### config.mk
export PLATFORM = sky130hd
export DESIGN_NAME = axi_resp_fifo
export DESIGN_NICKNAME = d
export VERILOG_FILES = /design/src/rtl/axi_resp_fifo.sv
export SDC_FILE = /design/constraint.sdc
export NUM_CORES = 1
export LEC_CHECK = 0
export CAP_MARGIN = 20
export CORE_MARGIN = 2
export CORE_UTILIZATION = 45
export DETAILED_ROUTE_END_ITERATION = 8
export PLACE_DENSITY = 0.87
export SLEW_MARGIN = 25
export SYNTH_ARGS = -nofsm -noshare
export SYNTH_HDL_FRONTEND = slang
export SYNTH_SLANG_ARGS = --single-unit
### constraint.sdc
create_clock -name ACLK -period 3.3 [get_ports ACLK]
set_input_delay 0.825 -clock ACLK [delete_from_list [all_inputs] [get_ports ACLK]]
set_output_delay 0.825 -clock ACLK [all_outputs]
set_load 0.01 [all_outputs]
### src/rtl/axi_resp_fifo.sv
// axi_resp_fifo: AXI response-channel FIFO with first-word fall-through.
// One block serves two channels. B channel (USE_DATA=0): only ID and response
// are stored. R channel (USE_DATA=1): ID, response, data and last are stored.
// DEPTH may be any value from 2 to 256, and every entry is usable.
//
// Ports:
//   ACLK, ARESETn          clock; asynchronous active-low reset
//   flush                  synchronous clear of pointers, count and error flags
//   in_valid/in_ready      producer handshake; in_id, in_resp, in_data, in_last
//   out_valid/out_ready    consumer handshake; out_id, out_resp, out_data, out_last
//   count                  occupancy, 0..DEPTH
//   full, empty            status flags decoded from the registered count
//   almost_full            asserted when count >= AF_THRESH
//   err_ovf, err_udf       sticky: push while full / pop while empty
module axi_resp_fifo #(
  parameter int unsigned ID_WIDTH   = 4,
  parameter int unsigned DATA_WIDTH = 32,
  parameter int unsigned USE_DATA   = 0,
  parameter int unsigned DEPTH      = 4,
  parameter int unsigned AF_THRESH  = DEPTH - 1,
  parameter int unsigned CW         = $clog2(DEPTH + 1)
) (
  input  logic                  ACLK,
  input  logic                  ARESETn,
  input  logic                  flush,
  input  logic                  in_valid,
  output logic                  in_ready,
  input  logic [ID_WIDTH-1:0]   in_id,
  input  logic [1:0]            in_resp,
  input  logic [DATA_WIDTH-1:0] in_data,
  input  logic                  in_last,
  output logic                  out_valid,
  input  logic                  out_ready,
  output logic [ID_WIDTH-1:0]   out_id,
  output logic [1:0]            out_resp,
  output logic [DATA_WIDTH-1:0] out_data,
  output logic                  out_last,
  output logic [CW-1:0]         count,
  output logic                  full,
  output logic                  empty,
  output logic                  almost_full,
  output logic                  err_ovf,
  output logic                  err_udf
);

  localparam int unsigned PW = $clog2(DEPTH);

  logic [PW-1:0]       wr_ptr;
  logic [PW-1:0]       rd_ptr;
  logic [CW-1:0]       cnt;
  logic                ovf_q;
  logic                udf_q;
  logic                push;
  logic                pop;
  logic [ID_WIDTH-1:0] id_mem   [DEPTH];
  logic [1:0]          resp_mem [DEPTH];

  // The pointer wraps explicitly, so a DEPTH that is not a power of two
  // still uses every entry.
  function automatic logic [PW-1:0] ptr_inc(input logic [PW-1:0] p);
    return (p == PW'(DEPTH - 1)) ? '0 : p + PW'(1);
  endfunction

  // Status flags come only from registers. There is no combinational path
  // from in_valid or out_ready to any status output.
  assign full        = (cnt == CW'(DEPTH));
  assign empty       = (cnt == '0);
  assign almost_full = (cnt >= CW'(AF_THRESH));
  assign in_ready    = ~full;
  assign out_valid   = ~empty;
  assign count       = cnt;
  assign err_ovf     = ovf_q;
  assign err_udf     = udf_q;

  assign push = in_valid & in_ready;
  assign pop  = out_valid & out_ready;

  assign out_id   = empty ? '0 : id_mem[rd_ptr];
  assign out_resp = empty ? '0 : resp_mem[rd_ptr];

  always_ff @(posedge ACLK or negedge ARESETn) begin
    if (!ARESETn) begin
      wr_ptr <= '0;
      rd_ptr <= '0;
      cnt    <= '0;
      ovf_q  <= 1'b0;
      udf_q  <= 1'b0;
      for (int unsigned i = 0; i < DEPTH; i++) begin
        id_mem[i]   <= '0;
        resp_mem[i] <= '0;
      end
    end else if (flush) begin
      // Flush takes priority over push and pop in the same cycle. The
      // handshake still completes on the ports, but the entry is dropped
      // and storage is left unchanged.
      wr_ptr <= '0;
      rd_ptr <= '0;
      cnt    <= '0;
      ovf_q  <= 1'b0;
      udf_q  <= 1'b0;
    end else begin
      if (push) begin
        id_mem[wr_ptr]   <= in_id;
        resp_mem[wr_ptr] <= in_resp;
        wr_ptr           <= ptr_inc(wr_ptr);
      end
      if (pop) begin
        rd_ptr <= ptr_inc(rd_ptr);
      end
      case ({push, pop})
        2'b10:   cnt <= cnt + CW'(1);
        2'b01:   cnt <= cnt - CW'(1);
        default: cnt <= cnt;
      endcase
      if (in_valid && full) ovf_q <= 1'b1;
      if (out_ready && empty) udf_q <= 1'b1;
    end
  end

  if (USE_DATA != 0) begin : g_data
    logic [DATA_WIDTH-1:0] data_mem [DEPTH];
    logic                  last_mem [DEPTH];

    always_ff @(posedge ACLK or negedge ARESETn) begin
      if (!ARESETn) begin
        for (int unsigned i = 0; i < DEPTH; i++) begin
          data_mem[i] <= '0;
          last_mem[i] <= 1'b0;
        end
      end else if (push && !flush) begin
        data_mem[wr_ptr] <= in_data;
        last_mem[wr_ptr] <= in_last;
      end
    end

    assign out_data = empty ? '0 : data_mem[rd_ptr];
    assign out_last = empty ? 1'b0 : last_mem[rd_ptr];
  end else begin : g_nodata
    logic unused_data;
    assign unused_data = ^{in_data, in_last};
    assign out_data    = '0;
    assign out_last    = 1'b0;
  end

endmodule

# ---- Word level (Yosys, flattened, before mapping)
# Cells that the tools add are included.
dict set report classes {
  n_addsub 4
  magnitude_cmp 4
  eq_ne 5
  muxes 26
  n_bitwise 7
  reduce_logical 10
}
# op count
set op_table {}
lappend op_table {{two-way mux 2 bit} 10}
lappend op_table {{bitwise mux 16 bit} 1}
lappend op_table {{two-way mux 4 bit} 4}
lappend op_table {{binary-select mux 4 bit (select 2 bit)} 1}
lappend op_table {{bitwise mux 8 bit} 1}
lappend op_table {{demux 4 bit (select 2 bit)} 1}
lappend op_table {{nonzero test 2 bit} 4}
lappend op_table {{== test 2 bit, second input constant} 3}
lappend op_table {{>= comparator 3 bit, second input constant} 2}
lappend op_table {{inverter 2 -> 3 bit} 2}
lappend op_table {{one-hot mux 3 bit (2 select lines)} 1}
lappend op_table {{adder 2 x 1 -> 2 bit, second input constant} 2}
lappend op_table {{binary-select mux 2 bit (select 2 bit)} 1}
lappend op_table {{demux 2 bit (select 2 bit)} 1}
lappend op_table {{two-way mux 1 bit} 4}
lappend op_table {{adder 3 x 1 -> 3 bit, second input constant} 1}
lappend op_table {{== test 3 bit, second input constant} 1}
lappend op_table {{>= comparator 3 x 2 -> 1 bit, second input constant} 1}
lappend op_table {{logical AND 1 bit} 3}
lappend op_table {{logical NOT 3 bit} 1}
lappend op_table {{less-than comparator 3 x 1 -> 1 bit, second input constant} 1}
lappend op_table {{two-way mux 3 bit} 1}
lappend op_table {{inverter 1 bit} 3}
lappend op_table {{nonzero test 3 bit} 1}
lappend op_table {{other kinds (4)} 5}
dict set report word_totals {
  reg_bits 33
  in_bits 44
  output_inout_bits 49
}

# ---- Depth between registers and ports, before layout
dict set report logic_depth {
  ltp_word 6
  depth_mapped 8
}

# ---- Worst setup path after synthesis
# No wires, ideal clock.
dict set report synth_path {
  path_type {flip-flop to flip-flop}
  start {register cnt[0] (netlist: count[0])}
  end {register cnt[1] (netlist: count[1])}
  setup_ns 0.086
  t_arrival_ns 2.192
  t_required_ns 3.214
  setup_slack_ns 1.022
  path_stages_with_launch 8
  n_path_buf 2
  period_less_slack_ns 2.278
  cell_sequence {dfrtp_1 buf_2 or3_2 clkbuf_1 and3_1 fa_1 a41oi_1 nor3_1}
}
dict set report synth_between {
  elab_chain_cells 6
}
# element line_no
set synth_lines {}
lappend synth_lines {{start: declaration} 50} ;# logic [CW-1:0] cnt;
lappend synth_lines {{start signal: assignment} 111} ;# 2'b10: cnt <= cnt + CW'(1);
lappend synth_lines {{start signal: assignment} 112} ;# 2'b01: cnt <= cnt - CW'(1);
lappend synth_lines {{start signal: assignment} 113} ;# default: cnt <= cnt;
lappend synth_lines {{logical NOT 3 bit *} 67} ;# assign empty = (cnt == '0);
lappend synth_lines {{inverter 1 bit *} 70} ;# assign out_valid = ~empty;
lappend synth_lines {{named net out_valid} 32} ;# output logic out_valid,
lappend synth_lines {{AND 1 bit *} 76} ;# assign pop = out_valid & out_ready;
lappend synth_lines {{== test 2 x 1 -> 1 bit / == test 2 bit (equally long branches)} 110} ;# case ({push, pop})
lappend synth_lines {{one-hot mux 3 bit (2 select lines)} 110}
lappend synth_lines {{two-way mux 3 bit} 92} ;# end else if (flush) begin
# The timed path passes the listed nets; every way through them passes the cells marked *.
# A chain may end at the register's enable or synchronous reset.

# ---- Worst setup path in the final report
dict set report layout_path {
  start {register cnt[1] (netlist: count[1])}
  end {output port out_id[0]}
}
dict set report layout_between {
  elab_chain_cells 2
}
# element line_no
set layout_lines {}
lappend layout_lines {{logical NOT 3 bit} 67}
lappend layout_lines {{two-way mux 4 bit} 78} ;# assign out_id = empty ? '0 : id_mem[rd_ptr];
lappend layout_lines {{end: declaration} 34} ;# output logic [ID_WIDTH-1:0] out_id,
# Every way passes these cells.

==> impl_metrics.xml <==
<?xml version="1.0" encoding="UTF-8"?>
<metrics>
  <group name="critical_path">
    <metric name="worst_ep_required_time" unit="ns">2.47</metric>
    <metric name="setup.worst_path.class" unit="">reg2out</metric>
    <metric name="reg2reg_depth" unit="">6</metric>
    <metric name="worstReg2RegEnd" unit="">count[2]$_DFFE_PN0P_</metric>
    <metric name="crit_path_end_kind" unit="">primary output</metric>
    <metric name="cp-startpoint" unit="">count[1]$_DFFE_PN0P_</metric>
    <metric name="critPathArrivalTime" unit="ns">2.15</metric>
    <metric name="r2r_setup_slack" unit="ns">1.00</metric>
    <metric name="reg2reg_from" unit="">count[1]$_DFFE_PN0P_</metric>
    <metric name="timing.critical_path.fanout_max" unit="">11</metric>
    <metric name="critical_path.startpoint_type" unit="">flip-flop</metric>
  </group>
  <group name="timing">
    <metric name="period_share" unit="%">90.14</metric>
    <metric name="achievable-frequency" unit="GHz">0.3362</metric>
    <metric name="slack_of_the_critical_path" unit="ns">0.3252</metric>
    <metric name="grt_setup_unrepaired" unit="">no</metric>
    <metric name="setup_tns" unit="ns">0</metric>
    <metric name="timing.hold.ws" unit="ns">0.5076</metric>
    <metric name="report.final.slew_viol_count" unit="">0</metric>
    <metric name="finalClockSkew" unit="ns">0.003021</metric>
    <metric name="final_period_minus_worst_setup_slack" unit="ns">2.975</metric>
    <metric name="hold_viol_final" unit="">0</metric>
    <metric name="finalSetupViolCount" unit="">0</metric>
  </group>
  <group name="synth">
    <metric name="yosysWarningCount" unit="">0</metric>
    <metric name="post_synth_most_frequent_cells" unit="">sky130_fd_sc_hd__buf_4, sky130_fd_sc_hd__dfrtp_1, sky130_fd_sc_hd__mux2_4</metric>
    <metric name="synth_enable_flop_cells" unit="">0</metric>
    <metric name="synth_cell_area" unit="sq mm">0.002084</metric>
    <metric name="cell_count_after_synthesis" unit="">174</metric>
    <metric name="synthArstFlopShare" unit="%">100.0</metric>
    <metric name="postSynth.topFlopCell" unit="">sky130_fd_sc_hd__dfrtp_1</metric>
    <metric name="post-synth-top-area-cell" unit="">sky130_fd_sc_hd__dfrtp_1</metric>
    <metric name="synth.yosys.seq_area_share" unit="%">39.62</metric>
    <metric name="synth.top_cells.by_area" unit="">sky130_fd_sc_hd__dfrtp_1, sky130_fd_sc_hd__mux2_4, sky130_fd_sc_hd__buf_4, sky130_fd_sc_hd__mux4_2, sky130_fd_sc_hd__ha_1</metric>
    <metric name="synthesis.area_per_instance" unit="sq um">11.98</metric>
    <metric name="synth_largest_type_area_fraction" unit="%">39.62</metric>
    <metric name="yosysUniqueCellTypes" unit="">36</metric>
    <metric name="postSynthRegisterBits" unit="">33</metric>
  </group>
  <group name="floorplan">
    <metric name="overall_die_width" unit="um">72.06</metric>
    <metric name="floorplan.die_area" unit="sq mm">0.005193</metric>
    <metric name="io_pins" unit="">93</metric>
    <metric name="floorplan.initialDensity" unit="%">47.22</metric>
    <metric name="coreArea" unit="sq mm">0.004414</metric>
    <metric name="rows" unit="">24</metric>
    <metric name="die_y" unit="um">72.06</metric>
  </group>
  <group name="clock_tree">
    <metric name="ctsResizeCount" unit="">0</metric>
    <metric name="ctsRootBufferMaster" unit="">sky130_fd_sc_hd__clkbuf_8</metric>
    <metric name="postCtsSetupRepairBufs" unit="">0</metric>
    <metric name="numCtsBuffers" unit="">5</metric>
    <metric name="clock_tree.htree_level_count" unit="">2</metric>
    <metric name="clkLatencyLatePin" unit="ns">0.29</metric>
    <metric name="cts_tree" unit="">built</metric>
    <metric name="bufs_on_longest_clock_path" unit="">2</metric>
    <metric name="holdBufCountCts" unit="">0</metric>
    <metric name="path_clk_slew" unit="ns">0.07</metric>
    <metric name="cts.sink_count" unit="">33</metric>
  </group>
  <group name="placed_design">
    <metric name="place_worst_setup_slack" unit="ns">0.6221</metric>
    <metric name="globalplace.congestion" unit="">0.6680</metric>
    <metric name="io_buffers" unit="">26</metric>
    <metric name="dp_hpwl" unit="mm">2.483</metric>
    <metric name="postPlaceCellArea" unit="sq mm">0.002266</metric>
  </group>
  <group name="power_and_ir_drop">
    <metric name="power.leakage" unit="nW">1.185</metric>
    <metric name="ir_worst_vdd" unit="V">0.0002115</metric>
    <metric name="p_per_area" unit="mW/mm^2">620.1</metric>
    <metric name="finalPower" unit="mW">1.477</metric>
  </group>
  <group name="final_layout">
    <metric name="multi_input_area" unit="sq mm">0.001067</metric>
    <metric name="area_growth" unit="%">14.29</metric>
    <metric name="final_area" unit="sq mm">0.002382</metric>
    <metric name="antennaDiodeCount" unit="">0</metric>
    <metric name="fill_cells" unit="">372</metric>
    <metric name="drive_gt1_share" unit="%">25.62</metric>
    <metric name="sequential_cell_area" unit="sq um">825.8</metric>
    <metric name="layout.nets" unit="">252</metric>
  </group>
  <group name="route">
    <metric name="drt.antenna.violating_nets" unit="">0</metric>
    <metric name="avgRoutedWirePerCell" unit="um">14.44</metric>
    <metric name="wirelength" unit="mm">3.683</metric>
    <metric name="vias_per_cell" unit="">5.000</metric>
    <metric name="drt_iter0_markers" unit="">115</metric>
    <metric name="drt_drc_violations_left" unit="">0</metric>
    <metric name="drt_pre_antenna_iters" unit="">4</metric>
    <metric name="vias" unit="">1275</metric>
  </group>
  <group name="grt">
    <metric name="grt_antenna_before_repair" unit="">0</metric>
    <metric name="grt-ovfl-total" unit="">0</metric>
    <metric name="grt_pass1_vias" unit="">1326</metric>
    <metric name="global_route_usage_over_all_layers" unit="%">16.28</metric>
    <metric name="grt_pass1_wl" unit="mm">6.306</metric>
    <metric name="largest_net_degree_at_the_start_of_global_routing" unit="">34</metric>
  </group>
  <group name="worst_hold_path">
    <metric name="min_path_cells" unit="">1</metric>
    <metric name="min_path_type" unit="">reg2reg</metric>
    <metric name="holdPathEnd" unit="">id_mem[5]$_DFFE_PN0P_</metric>
    <metric name="min_from" unit="">id_mem[5]$_DFFE_PN0P_</metric>
  </group>
  <group name="run_status">
    <metric name="outcome" unit="">completed</metric>
  </group>
  <group name="run">
    <metric name="timing.max_cap.violations" unit="">0</metric>
  </group>
</metrics>
critical path, cell delays in order, from the launching register on:
cell and delay, ns:
sky130_fd_sc_hd__dfrtp_1 0.51, sky130_fd_sc_hd__or3_2 0.66, sky130_fd_sc_hd__and2_1 0.21, sky130_fd_sc_hd__clkdlybuf4s50_1 0.48
layout make-up:
class | instances | area share (%)
Clock buffer | 7 | 3.624
Multi-Input combinational cell | 128 | 44.80
Tap cell | 52 | 2.731
Inverter | 4 | 0.7353
Clock inverter | 1 | 1.261
Sequential cell | 33 | 34.66
Timing Repair Buffer | 30 | 12.18
cells in the final DEF, fill, tap and decap left out, drive strengths merged, types with 4 or more instances in the layout:
master	n
conb	33
clkbuf	7
nand3	5
inv	4
nand2	13
ha	5
mux2	24
mux4	6
dfrtp	33
buf	4
or3	4
clkdlybuf4s50	26
and2	6
a21oi	7
nor2	7
state kept, by name, indices dropped and copies added (netlist names):
signal	cells
err_ovf	1
count	3
rd_ptr	2
id_mem	16
wr_ptr	2
resp_mem	8
err_udf	1
cell families after synthesis:
logic type | synth area share, %
AOI/OAI and AO/OA | 4.682
xor gates and xnor gates | 0.4202
adders and majority gates | 3.962
buffers and inverters | 14.95
DFF | 39.62
muxes | 23.77
other | 0.1799
and+or+nand+nor | 12.43
where the power goes:
part | switching (mW) | internal [mW]
registers | 0.0794 | 0.511
clock network | 0.152 | 0.246
logic | 0.180 | 0.309
layer usage:
| layer | track usage (%) | vias to the layer above | share of wire (%) |
|---|---|---|---|
| met5 | 0 | - | 0 |
| met4 | 9.644 | 0 | 2.9 |
| met3 | 3.611 | 9 | 4.8 |
| met2 | 25.18 | 45 | 48 |
| met1 | 20.93 | 642 | 44 |
| li1 | - | 579 | - |
through the flow:
step | std cells | utilization, %
final | 255 | 53.97
after CTS | 255 | 53.97
after floorplan | 206 | -
after global routing | 255 | 53.97
after detailed placement | 247 | 51.33
after global placement | 247 | 51.33
worst max path at each step:
stage	endpoint	slack (ns)
after global routing	out_id[0]	0.23
final	out_id[0]	0.33
after detailed placement	id_mem[5]$_DFFE_PN0P_	0.62
after global placement	out_id[1]	0.65
after CTS	out_id[0]	0.29
after floorplan	count[1]$_DFFE_PN0P_	1.02
Power figures use the tool's default switching activity.
